==> src/rtl/fetch_unit.sv <==
// LEGv8 instruction fetch stage: owns the PC, fetches words over a req/ack
// memory handshake and hands them to the decoder over valid/ready.
module fetch_unit #(
    parameter logic [63:0] RESET_PC = 64'h0
) (
    input  logic        CLK,
    input  logic        resetl,
    output logic        imem_req,
    output logic [63:0] imem_addr,
    input  logic        imem_ack,
    input  logic [31:0] imem_rdata,
    output logic [31:0] instr,
    output logic [63:0] instr_pc,
    output logic        instr_valid,
    input  logic        instr_ready,
    input  logic        redirect_valid,
    input  logic        uncond_branch,
    input  logic        branch,
    input  logic        zero,
    input  logic [63:0] br_pc,
    input  logic [63:0] br_imm,
    output logic [63:0] pc
);

    typedef enum logic [1:0] {IDLE, FETCH, HOLD, DROP} state_t;

    state_t      state;
    logic [63:0] pend;
    logic        taken;
    logic [63:0] target;
    logic        unused_bits;

    assign taken       = redirect_valid & (uncond_branch | (branch & zero));
    assign target      = {br_pc[63:2], 2'b00} + {br_imm[61:0], 2'b00};
    assign imem_addr   = pc;
    assign unused_bits = ^{br_pc[1:0], br_imm[63:62]};

    always_ff @(posedge CLK or negedge resetl) begin
        if (!resetl) begin
            state       <= IDLE;
            pc          <= {RESET_PC[63:2], 2'b00};
            pend        <= '0;
            imem_req    <= 1'b0;
            instr       <= '0;
            instr_pc    <= '0;
            instr_valid <= 1'b0;
        end else begin
            case (state)
                IDLE: begin
                    imem_req <= 1'b1;
                    state    <= FETCH;
                end
                FETCH: begin
                    if (imem_ack) begin
                        if (taken) begin
                            // Data for the wrong path is dropped; a new request starts at the target.
                            pc <= target;
                        end else begin
                            instr       <= imem_rdata;
                            instr_pc    <= pc;
                            instr_valid <= 1'b1;
                            imem_req    <= 1'b0;
                            state       <= HOLD;
                        end
                    end else if (taken) begin
                        // Request must stay stable until acked, so park the target.
                        pend  <= target;
                        state <= DROP;
                    end
                end
                HOLD: begin
                    if (taken) begin
                        pc          <= target;
                        instr_valid <= 1'b0;
                        imem_req    <= 1'b1;
                        state       <= FETCH;
                    end else if (instr_ready) begin
                        pc          <= pc + 64'd4;
                        instr_valid <= 1'b0;
                        imem_req    <= 1'b1;
                        state       <= FETCH;
                    end
                end
                DROP: begin
                    if (imem_ack) begin
                        pc    <= taken ? target : pend;
                        state <= FETCH;
                    end else if (taken) begin
                        pend <= target;
                    end
                end
                default: begin
                    imem_req <= 1'b0;
                    state    <= IDLE;
                end
            endcase
        end
    end

endmodule

==> config.mk <==
export PLATFORM = sky130hd
export DESIGN_NAME = fetch_unit
export DESIGN_NICKNAME = d
export VERILOG_FILES = /design/src/rtl/fetch_unit.sv
export SDC_FILE = /design/constraint.sdc
export NUM_CORES = 1
export LEC_CHECK = 0
export CORE_AREA = 2 2 170 172
export DETAILED_ROUTE_END_ITERATION = 10
export DIE_AREA = 0 0 172 174
export GPL_ROUTABILITY_DRIVEN = 0
export HOLD_SLACK_MARGIN = 0.05
export PLACE_DENSITY = 0.95
export SETUP_SLACK_MARGIN = 0.3
export SYNTH_ARGS = -nofsm -noshare
export SYNTH_HDL_FRONTEND = slang
export SYNTH_SLANG_ARGS = --single-unit
export TNS_END_PERCENT = 5
==> constraint.sdc <==
create_clock -name CLK -period 4.7 [get_ports CLK]
set_input_delay 0.47 -clock CLK [delete_from_list [all_inputs] [get_ports CLK]]
set_output_delay 0.47 -clock CLK [all_outputs]
set_load 0.02 [all_outputs]
# Yosys cells after proc, flatten, opt, wreduce, memory -nomap -nowiden
# Index checks and enable logic that the tools add are counted.
# word_totals
regBits,228
latch_bits,0
mem_bits_rw,0
mem_bits_ro,0
in_bits,168
out_inout_bits,226
n_memories,0
# classes
add_sub_neg,2
n_mul,0
div,0
n_lt_le_gt_ge,0
eq_ne,10
shift,0
mux,24
bitwise,5
reduce_logical,11
# ops
cell,count
two-way mux 64 bit,6
one-hot mux 64 bit (3 select lines),1
"adder 64 x 3 -> 64 bit, second input constant",1
adder 64 bit,1
two-way mux 2 bit,6
AND reduction 4 bit,3
"!= test 3 bit, second input constant",3
two-way mux 1 bit,8
"!= test 2 bit, second input constant",4
one-hot mux 2 bit (4 select lines),1
nonzero test 3 bit,2
AND reduction 5 bit,1
"equality test 2 bit, second input constant",2
one-hot mux 1 bit (3 select lines),1
AND reduction 3 bit,1
AND 1 bit,2
"equality test 2 x 1 -> 1 bit, second input constant",1
zero test 2 bit,1
inverter 1 bit,2
one-hot mux 1 bit (2 select lines),1
AND reduction 2 bit,1
nonzero test 2 bit,1
OR reduction 2 bit,1
bitwise OR 1 bit,1

# Logic depth before layout (Yosys ltp)
# logic_depth
ltp_word,6
depth_mapped,11

# Least setup slack after synthesis
# OpenSTA, ideal clock, no wires.
# synth_path
path_kind,input to register
start,input br_pc[2]
end,"register pc[50], in the netlist imem_addr[50]"
setup_time_ns,0.126
t_arrival_ns,2.961
required_ns,4.574
slack_ns,1.613
path_stages,11
path_cell_list,ha_1 > fa_1 > a211oi_1 > o21bai_1 > a211oi_2 > o31ai_2 > a211oi_2 > o21ai_2 > nor4b_1 > a21o_1 > a221o_1
# synth_between
elab_chain_len,4
# synth_rtl
element,line_no,rtl
"start, declared",20,"input logic [63:0] br_pc,"
adder 64 bit (*),34,"assign target = {br_pc[63:2], 2'b00} + {br_imm[61:0], 2'b00};"
two-way mux 64 bit,55,if (taken) begin
two-way mux 64 bit (on tied branches),"85, 54",
one-hot mux 64 bit (3 select lines) (*),48,case (state)
"end signal, assigned",41,"pc <= {RESET_PC[63:2], 2'b00};"
"end signal, assigned",57,pc <= target;
"end signal, assigned",86,pc <= taken ? target : pend;
"end, declared",22,output logic [63:0] pc
# Mark *: on every way between the ends. The rest lies on a longest branch, timed or not. The select of a mux whose other input is x is not followed.
# A chain may end at the register's enable or synchronous reset.

# Worst setup path in the final report
# Ends and elaborated chain as after synthesis.

==> out/qor.log <==
qor: cts.number_of_buffers_created_by_cts 22
qor: power.power_switching_share 0.426
qor: cts.postCtsSetupRepairBufs 0
qor: yosys.edff_count_synth 0
qor: drt.drt_iter0_drc 1949
qor: power.total_leakage_power 8.11 nW
qor: yosys.synth.yosys.warnings 0
qor: run.drv_cap 0
qor: yosys.netlist_top_cells_area sky130_fd_sc_hd__dfrtp_1, sky130_fd_sc_hd__mux2_2, sky130_fd_sc_hd__o21ai_0, sky130_fd_sc_hd__nand2_1, sky130_fd_sc_hd__ha_1
qor: sta.finalHoldWorstSlack 0.0590 ns
qor: drt.routed-via-count 14.8k
qor: yosys.postSynthAreaPerCell 8.93 um^2
qor: layout.final_design_area_no_fill 19400 um^2
qor: die.floorplan.die.height 174 um
qor: sta.post-route-period-util 0.757
qor: yosys.synth_ff_type sky130_fd_sc_hd__dfrtp_1
qor: drt.drt_pre_antenna_iters 6
qor: global_route.antenna_violations_before_repair 1
qor: global_route.first_global_vias 14.3k
qor: layout.fin_nets 2180
qor: sta.tns 0 ns
qor: die.die_area 29900 um^2
qor: die.core_area 28200 um^2
qor: yosys.ys_top_cells_by_count sky130_fd_sc_hd__dfrtp_1, sky130_fd_sc_hd__nand2_1, sky130_fd_sc_hd__o21ai_0, sky130_fd_sc_hd__a21oi_1, sky130_fd_sc_hd__mux2_2
qor: sta.fmax 0.281 GHz
qor: die.die_w 172 um
qor: die.floorplan.io_pins 394
qor: power.share_seq_of_total_power 0.338
qor: placed_design.placement.cell_area 18700 um^2
qor: drt.post-route-drc-count 0
qor: yosys.synth.distinct_cells 83
qor: global_route.grt_first_pass_wirelength 75.4 mm
qor: power.pwr-share-clk 0.160
qor: sta.report.final.hold_viol_count 0
qor: sta.minimum_clock_period_after_layout 3.56 ns
qor: sta.timing.final.setup_violations 0
qor: setup_path.worstSetupStartpointType input pin
qor: yosys.ys_seq_elements 228
qor: drt.route.detailed.vias_per_inst 6.30
qor: yosys.yosys.area.top_type_share 0.380
qor: placed_design.post-dp-hpwl 35.4 mm
qor: yosys.async_flop_share 1.00
qor: sta.clock-skew-final 0.00951 ns
qor: cts.clkLatencyLatePin 0.51 ns
qor: drt.detail-route-antenna-nets 0
qor: drt.detail_route.wl_per_cell 20.9 um
qor: yosys.yosysSeqAreaShare 0.380
qor: cts.clock_sink_count 228
qor: setup_path.critPathMaxFanout 6
qor: layout.filler_cell_count 1989
qor: cts.tritoncts_clock_tree built
qor: run_status.outcome complete, no violations
qor: setup_path.arrival 3.95 ns
qor: setup_path.critical_path.endpoint_type register
qor: power.combPwrFrac 0.502
qor: layout.final_layout_size_suffix_gt1_frac 0.0942
qor: global_route.gr-usage-all-layers 0.314
qor: die.effective_utilization_at_floorplan 0.531
qor: cts.cts.hold.buffers_added 0
qor: yosys.synth.net_count 1911
qor: placed_design.placement.io_buffers 389
qor: cts.ctsHtreeMaxLevel 1
qor: global_route.grt_max_degree 126
qor: hold_path.holdCritPathClass input pin to async pin
qor: power.internal-power 6.60 mW
qor: setup_path.critical_path_class input pin to register
qor: cts.cts-root-to-sink-buffers 3
qor: yosys.post_synth_inst_count 1680
qor: yosys.mappedNetlistArea 15000 um^2
qor: sta.rsz0062_at_grt false
qor: die.floorplan.rows 62
qor: power.worst_ir_drop_vdd 275 uV
qor: power.power.density_cell_area 593 nW/um^2
qor: cts.root_buffer sky130_fd_sc_hd__clkbuf_16
qor: global_route.globalRoute.totalOverflow 0
qor: sta.finalMaxSlewViolations 0
qor: drt.drt-total-wl 49.0 mm
qor: sta.worst-slew-pin-transition 1.06 ns
qor: yosys.most_instantiated_library_cell_after_synthesis sky130_fd_sc_hd__dfrtp_1
qor: cts.clk_pin_slew 0.07 ns
qor: sta.tightest_slew_margin_relative_to_the_limit 0.293
qor: cts.post_cts_resize_count 0
qor: power.power_switching 4.90 mW
qor: layout.synthToLayoutAreaGrowth 29.5%
qor: setup_path.critPathRequiredTime 5.09 ns
qor: yosys.yosysTopAreaCell sky130_fd_sc_hd__dfrtp_1
[routing by layer]
metal,routed length (um),global-route usage,vias to the layer above
met4,2770,0.169,0
li1,-,-,6523
met1,18500,0.405,6906
met5,0,0,-
met2,22500,0.503,1119
met3,5200,0.0542,251
[cell usage in the layout, fill, tap and decap left out, drive strengths merged, types with 37 or more instances in the layout]
| cell | synthesis | layout |
|---|---|---|
| xnor2 | 46 | 46 |
| o21ai | 182 | 182 |
| nand3 | 50 | 50 |
| clkdlybuf4s50 | 0 | 388 |
| nand2 | 221 | 221 |
| ha | 62 | 62 |
| a21oi | 125 | 125 |
| nand4 | 37 | 37 |
| dfrtp | 228 | 228 |
| mux2 | 100 | 100 |
| xor2 | 42 | 42 |
| nor2 | 87 | 87 |
[final cells by class]
class,count,area (um^2),area share
well taps,384,480,0.0247
repair buffers,404,4050,0.209
multi-input cells,1261,8310,0.428
clock buffers,32,659,0.0340
flip-flops and latches,228,5710,0.294
inverters,32,120,0.00619
clock inverters,6,86.3,0.00445
diodes,1,2.50,0.000129
[power by group through the flow]
stage / clock network [mW] / logic, mW / registers [mW]
finish: 1.84 / 5.78 / 3.89
global route: 1.92 / 6.12 / 3.97
CTS: 1.84 / 5.74 / 3.84
detailed placement: 0 / 5.69 / 3.86
global placement: 0 / 5.49 / 3.79
floorplan: 0 / 2.66 / 4.28
[worst max-delay path: stages]
cell and delay [ns]:
sky130_fd_sc_hd__clkdlybuf4s50_1 0.42, sky130_fd_sc_hd__ha_1 0.24, sky130_fd_sc_hd__fa_1 0.44, sky130_fd_sc_hd__a211oi_1 0.27
sky130_fd_sc_hd__o21bai_1 0.15, sky130_fd_sc_hd__a211oi_2 0.35, sky130_fd_sc_hd__o31ai_2 0.18, sky130_fd_sc_hd__a211oi_2 0.46
sky130_fd_sc_hd__o21ai_2 0.21, sky130_fd_sc_hd__nor4b_1 0.19, sky130_fd_sc_hd__a21o_1 0.20, sky130_fd_sc_hd__a221o_1 0.36
[path summary, 6_finish.rpt]
check                              from             to  slack [ns]  depth (start not counted)
min in group CLK                pend[6]        pend[6]        0.48                          2
setup / recovery               br_pc[2]  imem_addr[50]        1.14                         12
max in group asynchronous        resetl  imem_addr[63]        3.51                          2
hold / removal                   resetl   instr_pc[17]        0.06                          1
hold reg to reg                 pend[6]        pend[6]        0.48                          2
setup reg to reg           imem_addr[2]  imem_addr[46]        1.35                          9
[sequential cells by signal, summed over array words and instances (netlist names)]
name / flops
pend: 64
imem_req: 1
instr: 32
instr_pc: 64
state: 2
instr_valid: 1
imem_addr: 64
[through the flow]
stage                     total power, mW  setup WS [ns]   util  std cells
after floorplan                      6.95           1.61      -       1680
after global placement               9.28          0.807  0.661       2309
after detailed placement             9.55          0.693  0.661       2309
after CTS                            11.4           1.21  0.688       2347
after global routing                 12.0          0.979  0.688       2348
final                                11.5           1.14  0.688       2348
[kinds of logic after synthesis]
logic type,count (synthesis),share of synthesized area
adders and majority gates,63,0.0531
buffers and inverters,191,0.0658
and+or+nand+nor,505,0.162
muxes,110,0.0818
DFF,228,0.380
AOI/OAI and AO/OA,495,0.205
xor gates and xnor gates,88,0.0514
No activity file was read; power rests on OpenSTA's default activity.
